==> src/rtl/serial_arith_pkg.sv <==
// Shared definitions for the bit-serial arithmetic family (subtractor now,
// adder and comparator later): FSM state encoding and default operand width.
package serial_arith_pkg;

   localparam int SERIAL_DEFAULT_WIDTH = 32;

   typedef enum logic [1:0] {
      IDLE  = 2'd0,
      SHIFT = 2'd1,
      DONE  = 2'd2
   } serial_state_e;

endpackage

==> src/rtl/full_subtractor_1bit.sv <==
// Single-bit full subtractor: d = a - b - bin, bout set when the bit borrows.
module full_subtractor_1bit (
   input  logic a,
   input  logic b,
   input  logic bin,
   output logic d,
   output logic bout
);

   assign d    = a ^ b ^ bin;
   assign bout = (~a & b) | (~(a ^ b) & bin);

endmodule

==> src/rtl/serial_32bits_subtractor.sv <==
// Bit-serial A - B - Bin engine, one bit per clock, LSB first, using one
// full-subtractor cell and a borrow flop. Start/ready/done handshake; Diff and
// Bout are held until the next operation completes.
// Optional macro SERIAL_SUB_OVERFLOW_EN adds the signed-overflow output Ovf.
module serial_32bits_subtractor
   import serial_arith_pkg::*;
#(
   parameter int WIDTH = SERIAL_DEFAULT_WIDTH
) (
   input  logic             clk,
   input  logic             rst,
   input  logic             start,
   input  logic [WIDTH-1:0] A,
   input  logic [WIDTH-1:0] B,
   input  logic             Bin,
   output logic             ready,
   output logic             done,
   output logic [WIDTH-1:0] Diff,
   output logic             Bout
`ifdef SERIAL_SUB_OVERFLOW_EN
   ,
   output logic             Ovf
`endif
);

   localparam int CW = $clog2(WIDTH);
   localparam logic [CW-1:0] LAST = CW'(WIDTH - 1);

   serial_state_e    state;
   logic [WIDTH-1:0] ra;
   logic [WIDTH-1:0] rb;
   logic [WIDTH-2:0] res;
   logic             borrow;
   logic [CW-1:0]    cnt;

   logic             d_c;
   logic             bout_c;
   logic [WIDTH-1:0] shift_next;

`ifdef SERIAL_SUB_OVERFLOW_EN
   // Operand sign bits are shifted away during SHIFT, so keep them aside.
   logic             a_msb;
   logic             b_msb;
`endif

   full_subtractor_1bit u_cell (
      .a    (ra[0]),
      .b    (rb[0]),
      .bin  (borrow),
      .d    (d_c),
      .bout (bout_c)
   );

   // New bit enters at the MSB; on the last step this is the complete result.
   assign shift_next = {d_c, res};

   // Handshake FSM with the serial datapath; all outputs registered.
   always_ff @(posedge clk) begin
      if (rst) begin
         state  <= IDLE;
         ready  <= 1'b1;
         done   <= 1'b0;
         Diff   <= '0;
         Bout   <= 1'b0;
         ra     <= '0;
         rb     <= '0;
         res    <= '0;
         borrow <= 1'b0;
         cnt    <= '0;
`ifdef SERIAL_SUB_OVERFLOW_EN
         Ovf    <= 1'b0;
         a_msb  <= 1'b0;
         b_msb  <= 1'b0;
`endif
      end else begin
         unique case (state)
            IDLE: begin
               if (start) begin
                  ra     <= A;
                  rb     <= B;
                  borrow <= Bin;
                  cnt    <= '0;
                  ready  <= 1'b0;
                  state  <= SHIFT;
`ifdef SERIAL_SUB_OVERFLOW_EN
                  a_msb  <= A[WIDTH-1];
                  b_msb  <= B[WIDTH-1];
`endif
               end
            end
            SHIFT: begin
               ra     <= ra >> 1;
               rb     <= rb >> 1;
               borrow <= bout_c;
               res    <= shift_next[WIDTH-1:1];
               cnt    <= cnt + 1'b1;
               if (cnt == LAST) begin
                  Diff  <= shift_next;
                  Bout  <= bout_c;
                  done  <= 1'b1;
                  state <= DONE;
`ifdef SERIAL_SUB_OVERFLOW_EN
                  // Signs differ and the result sign departs from the minuend.
                  Ovf   <= (a_msb ^ b_msb) & (d_c ^ a_msb);
`endif
               end
            end
            DONE: begin
               done  <= 1'b0;
               ready <= 1'b1;
               state <= IDLE;
            end
            default: begin
               done  <= 1'b0;
               ready <= 1'b1;
               state <= IDLE;
            end
         endcase
      end
   end

endmodule
==> config.mk <==
export PLATFORM = sky130hd
export DESIGN_NAME = serial_32bits_subtractor
export DESIGN_NICKNAME = d
export VERILOG_FILES = /design/src/rtl/serial_arith_pkg.sv /design/src/rtl/full_subtractor_1bit.sv /design/src/rtl/serial_32bits_subtractor.sv
export SDC_FILE = /design/constraint.sdc
export NUM_CORES = 1
export LEC_CHECK = 0
export CORE_ASPECT_RATIO = 0.5
export CORE_UTILIZATION = 40
export CTS_BUF_LIST = sky130_fd_sc_hd__clkbuf_16
export DETAILED_ROUTE_END_ITERATION = 6
export SYNTH_ARGS = -nofsm -noshare
export SYNTH_HDL_FRONTEND = slang
export SYNTH_SLANG_ARGS = --single-unit
==> constraint.sdc <==
create_clock -name clk -period 3.4 [get_ports clk]
set_clock_uncertainty 0.15 [all_clocks]
set_input_delay 0.68 -clock clk [delete_from_list [all_inputs] [get_ports clk]]
set_output_delay 0.68 -clock clk [all_outputs]
set_load 0.01 [all_outputs]
==> results of run 1 <==
stage by stage:
step	utilization, %	hold slack (ns)
after floorplan	-	0.282
after global placement	48.3	0.293
after detailed placement	48.3	0.298
after CTS	52.4	0.307
after global routing	52.4	0.323
final	52.4	0.303
final timing paths:
path                            slack (ns)  endpoint    start  cells after the start
worst max-delay path                  1.08  Diff[30]   cnt[0]                      7
worst min-delay path                  0.30   Diff[4]  Diff[4]                      2
worst min register to register        0.30   Diff[4]  Diff[4]                      2
worst max register to register        1.08  Diff[30]   cnt[0]                      7
metal layers:
| metal | part of all wire [%] | up-vias |
|---|---|---|
| met3 | 3.3 | 7 |
| met2 | 46 | 93 |
| met5 | 0 | - |
| met1 | 50 | 2330 |
| li1 | - | 2506 |
| met4 | 0.56 | 0 |
sequential cells by signal (all words and copies together), names as in the netlist:
register,count
res,31
ready,1
rb,32
Diff,32
borrow,1
state,2
Bout,1
done,1
cnt,5
ra,32
cell usage in the layout (no fill, tap or decap), types with 2 or more instances in the layout:
master           instances
dfxtp_1                137
nand2_1                132
a21oi_1                128
clkdlybuf4s50_1        100
nor2_1                  65
o2bb2ai_1               59
o21ai_0                 45
o21ai_1                 17
clkbuf_16               17
inv_6                    8
buf_4                    8
o22ai_1                  5
clkinvlp_4               4
inv_1                    3
nand3_1                  3
nor2b_1                  3
inv_2                    2
a221oi_1                 2
nor3_1                   2
a22oi_1                  2
ha_1                     2
inv_8                    2
buf_2                    2
tightest hold or removal path, cell delays in order (launching register included):
cell and delay [ns]:
dfxtp_1 0.31, nand2_1 0.05, a21oi_1 0.05
layout make-up:
cell class / count / area, sq um / area share (%)
repair buffers: 110 / 1070 / 15.0
clock buffers: 17 / 425 / 5.96
clock inverters: 15 / 128 / 1.79
multi-input cells: 480 / 2490 / 34.9
inverters: 5 / 18.8 / 0.263
flip-flops and latches: 138 / 2760 / 38.7
well taps: 192 / 240 / 3.36
power by group through the flow:
stage          sequential (mW)  clock, mW  combinational, mW
2_1_floorplan             1.75          0              0.238
3_3_place_gp              1.77          0              0.348
3_5_place_dp              1.77          0              0.350
4_1_cts                   1.73       1.78              0.353
5_1_grt                   1.74       1.86              0.393
6_report                  1.74       1.74              0.351
kinds of logic (layout without fill, tap and decap cells):
family                   Yosys count  in the layout  share of synthesized area [%]
AO/OA/AOI/OAI                    264            264                           28.5
adder cells (fa/ha/maj)            3              3                          0.803
buffers and inverters             68            147                           6.40
flip-flops                       138            138                           49.2
multiplexers                       1              1                          0.178
AND/OR/NAND/NOR                  212            212                           14.9
==> flow_summary.ini, run 1 <==
[run_status]
outcome = finished clean

[setup_path]
critPathMostFrequentCell = ha_1
critical_path.cell_chain = ha_1 > and3_1 > ha_1 > and3b_1 > buf_4 > nand2_1 > a21oi_1
cp-end-kind = flip-flop
setup.worst_path.class = flip-flop to flip-flop
critPathLaunchType = flip-flop
arrival_ns = 2.51
crit_fanout = 18
max_stage_delay_ns = 0.56
slowest_stage = and3b_1
critPathRequiredTime_ns = 3.59
critical-path-top-delay-family = simple AND/OR/NAND/NOR gates
critPathBufInv = 1

[layout]
final_cells = 957
nets = 823
nFillCells = 1316
antenna_cells = 0
syn2layout_area_growth_pct = 27.2
drive_above_1_share_pct = 6.67
fin_area_sq_um = 7140

[synth]
synth_most_common_cell = dfxtp_1
async_reset_ff_share_pct = 0
synth_cell_types = 34
netlist_top_cells_area = dfxtp_1 49%, a21oi_1 11%, o2bb2ai_1 9.2%
syn-cell-area_sq_um = 5610
syn_nets = 757
synth-edff-count = 0
synth_common_cells = 138 x dfxtp_1, 132 x nand2_1, 128 x a21oi_1, 65 x nor2_1, 59 x o2bb2ai_1
synth_flop_cell = dfxtp_1
ys_seq_area_share_pct = 49.2
yosys.area.top_type = dfxtp_1
syn_area_per_cell_sq_um = 8.18
synth_cells = 686
netlist.area_leader.share_pct = 49.2
ys_ff_latch = 138
ys_warn_count = 0

[power]
power.internal_mw = 2.82
clkPwrFrac_pct = 45.4
ir_drop_mv = 0.319
finalPower_mw = 3.82
p_sw_mw = 1.01
sequentialPowerShare_pct = 45.4
leakage_nw = 2.48
swShare_pct = 26.3
powerDensity_nw_per_um2 = 535
combPwrFrac_pct = 9.2

[floorplanning]
fp.dieH_microns = 85.8
die_area_sq_um = 14500
fp-row-count = 30
coreArea_sq_um = 13600
io_pins = 103
dieWidth_microns = 170
start_util_pct = 41.2

[route]
routedWlPerCell_microns = 14.0
wl_microns = 13400
drcViolationCount = 0
routed_via_density = 5.16
first_pass_iters = 4
dr.first_iter.drc_count = 456
vias = 4936
ant_nets = 0

[clock_tree]
tritoncts.num_buffers = 17
clk-insertion-delay-late_ns = 0.42
cts_tree = done
cts_resized = 0
clk_pin_slew_ns = 0.07
clock-root-buffer = clkbuf_16
postCtsSetupBuffers = 0
holdBufCountCts = 0
cts.sinks = 138
htree_levels = 4
clockBufferDepth = 2

[placement]
hpwl_microns = 7540
dp_slack_ns = 1.05
dp_cells = 925
numPortBuffers = 102
gp_congestion = 0.727
placed_area_sq_um = 6590

[sta]
setup_tns_ns = 0
max_freq_ghz = 0.432
rsz0062_at_grt = false
post-route-worst-setup-slack_ns = 1.08
fin_crit_sh_pct = 68.1
worstMarginPinSlew_ns = 1.15
finalMaxSlewViolations = 0
hold_viol_final = 0
relSlewSlack_pct = 23.3
layout_min_cycle_time_ns = 2.32
setup-violations-final = 0

[global_route]
met2_usage_pct = 30.7
gr-max-usage-layer = met2
met1_usage_pct = 26.5
grt_start_max_net_pins = 77
grt_pass1_wl_microns = 22800
grt_pass1_vias = 4682
antenna_found_initial = 0
grt_use_total_pct = 19.4
gr-total-overflow = 0
grt_util_met3_pct = 4.66

[worst_hold_path]
hold_path.class = flip-flop to flip-flop

[run]
drv_cap = 0
Power figures use the tool's default switching activity.
==> run 2, diff against run 1 <==
Clock period 3.4 ns to 2.4 ns, I/O delays scaled along.
==> flow_summary.ini, run 2 (same netlist as run 1, synthesis figures left out) <==
[worst_hold_path]
hold_depth = 2
hold_path.class = flip-flop to flip-flop

[clock_tree]
clockBufferDepth = 2
clk_pin_slew_ns = 0.06
clock-root-buffer = clkbuf_16
cts.sinks = 138
holdBufCountCts = 0
postCtsSetupBuffers = 0
cts_tree = done
clk-insertion-delay-late_ns = 0.42
htree_levels = 4
tritoncts.num_buffers = 17
cts_resized = 0

[setup_path]
setup.worst_path.class = flip-flop to flip-flop
cp.depth = 7
crit_fanout = 34
rr_endpoint = Bout
critPathLaunch = cnt[0]
cp-endpoint = Bout
critPathLaunchType = flip-flop
slowest_stage = dfxtp_1
cp-end-kind = flip-flop
r2r.worst_path.cells = 7
critical-path-top-delay-family = adder cells
r2r_slack_ns = 0.41
critPathBufInv = 1
critPathRequiredTime_ns = 2.57
arrival_ns = 2.16
r2r-start = cnt[0]
critPathMostFrequentCell = ha_1
max_stage_delay_ns = 0.36
critical_path.cell_chain = ha_1 > and3_1 > ha_1 > and3b_1 > buf_4 > nor2_1 > a211oi_1

[route]
routedWlPerCell_microns = 13.6
drcViolationCount = 2
first_pass_iters = 7
wl_microns = 13100
vias = 4907
ant_nets = 0
dr.first_iter.drc_count = 397
routed_via_density = 5.08

[floorplanning]
die_area_sq_um = 14500
fp-row-count = 30
io_pins = 103
fp.dieH_microns = 85.8
coreArea_sq_um = 13600
start_util_pct = 41.2
dieWidth_microns = 170

[layout]
multiInputGateArea_sq_um = 2490
area.sequential_sq_um = 2760
antenna_cells = 0
final_common_cell = dfxtp_1
largestRegisters = Diff x32, ra x32, rb x32
syn2layout_area_growth_pct = 29.0
drive_above_1_share_pct = 7.63
final_cell_mix = 137 x dfxtp_1, 132 x nand2_1, 128 x a21oi_1
nets = 831
nFillCells = 1324

[power]
powerDensity_nw_per_um2 = 749
leakage_nw = 2.53
ir_drop_mv = 0.415

[global_route]
gr-total-overflow = 0
grt_use_total_pct = 19.0
grt_pass1_vias = 4621
grt_pass1_wl_microns = 22100
grt_start_max_net_pins = 77
antenna_found_initial = 0

[sta]
setup-violations-final = 0
setup_tns_ns = 0
relSlewSlack_pct = 47.7
finalMaxSlewViolations = 0
layout_min_cycle_time_ns = 1.99
max_freq_ghz = 0.502
rsz0062_at_grt = false
worstMarginPinSlew_ns = 0.784
fin_crit_sh_pct = 83.0
post-route-worst-setup-slack_ns = 0.408
hold_viol_final = 0
hold_ws_ns = 0.302

[run_status]
outcome = finished, violations left
violations = design-rule violations

[placement]
numPortBuffers = 102
hpwl_microns = 7820
gp_congestion = 0.750
dp_slack_ns = 0.414

[run]
drv_cap = 0
run 2: cell types whose count changed in the layout (fill, tap and decap cells not counted), sizes merged:
cell,change
clkinv,+1
buf,+8
inv,-1
run 2: worst reg2reg max path: cells and delay by family (launching register included):
kind            cells  cell delay, ns
buf+inv             1            0.32
simple gates        3            0.41
fa+ha+maj           2            0.41
compound gates      1            0.24
flops               1            0.36
run 2: how the worst min path moves through the flow:
stage	startpoint	to
2_1_floorplan	res[0]	Diff[0]
3_3_place_gp	res[0]	Diff[0]
3_5_place_dp	Diff[15]	Diff[15]
4_1_cts	Diff[15]	Diff[15]
5_1_grt	Diff[9]	Diff[9]
6_report	Diff[15]	Diff[15]
run 2: layer usage:
| metal | track usage [%] | up-vias | share of wire [%] |
|---|---|---|---|
| li1 | - | 2524 | - |
| met1 | 25.6 | 2273 | 49 |
| met2 | 29.6 | 104 | 47 |
| met3 | 4.25 | 6 | 3.9 |
| met4 | 7.62 | 0 | 0.51 |
| met5 | 0 | - | 0 |
run 2: power by group:
group / leakage, nW / internal, mW / switching, mW
logic: 1.14 / 0.244 / 0.264
registers: 1.13 / 2.40 / 0.0580
clock network: 0.262 / 1.36 / 1.10
run 2: layout make-up:
type / count / share of cell area [%]
Sequential cell: 138 / 38.2
Multi-Input combinational cell: 480 / 34.4
Timing Repair Buffer: 118 / 16.1
Clock buffer: 17 / 5.88
Tap cell: 192 / 3.32
Clock inverter: 15 / 1.76
Inverter: 5 / 0.259
run 2: through the flow:
stage               utilization [%]  cells  power [mW]  cell area (sq um)
floorplan                         -    686        2.82               5610
global placement               49.1    933        3.01               6680
detailed placement             49.1    933        3.01               6680
CTS                            53.1    965        5.48               7240
global route                   53.1    965        5.66               7240
finish                         53.1    965        5.42               7240
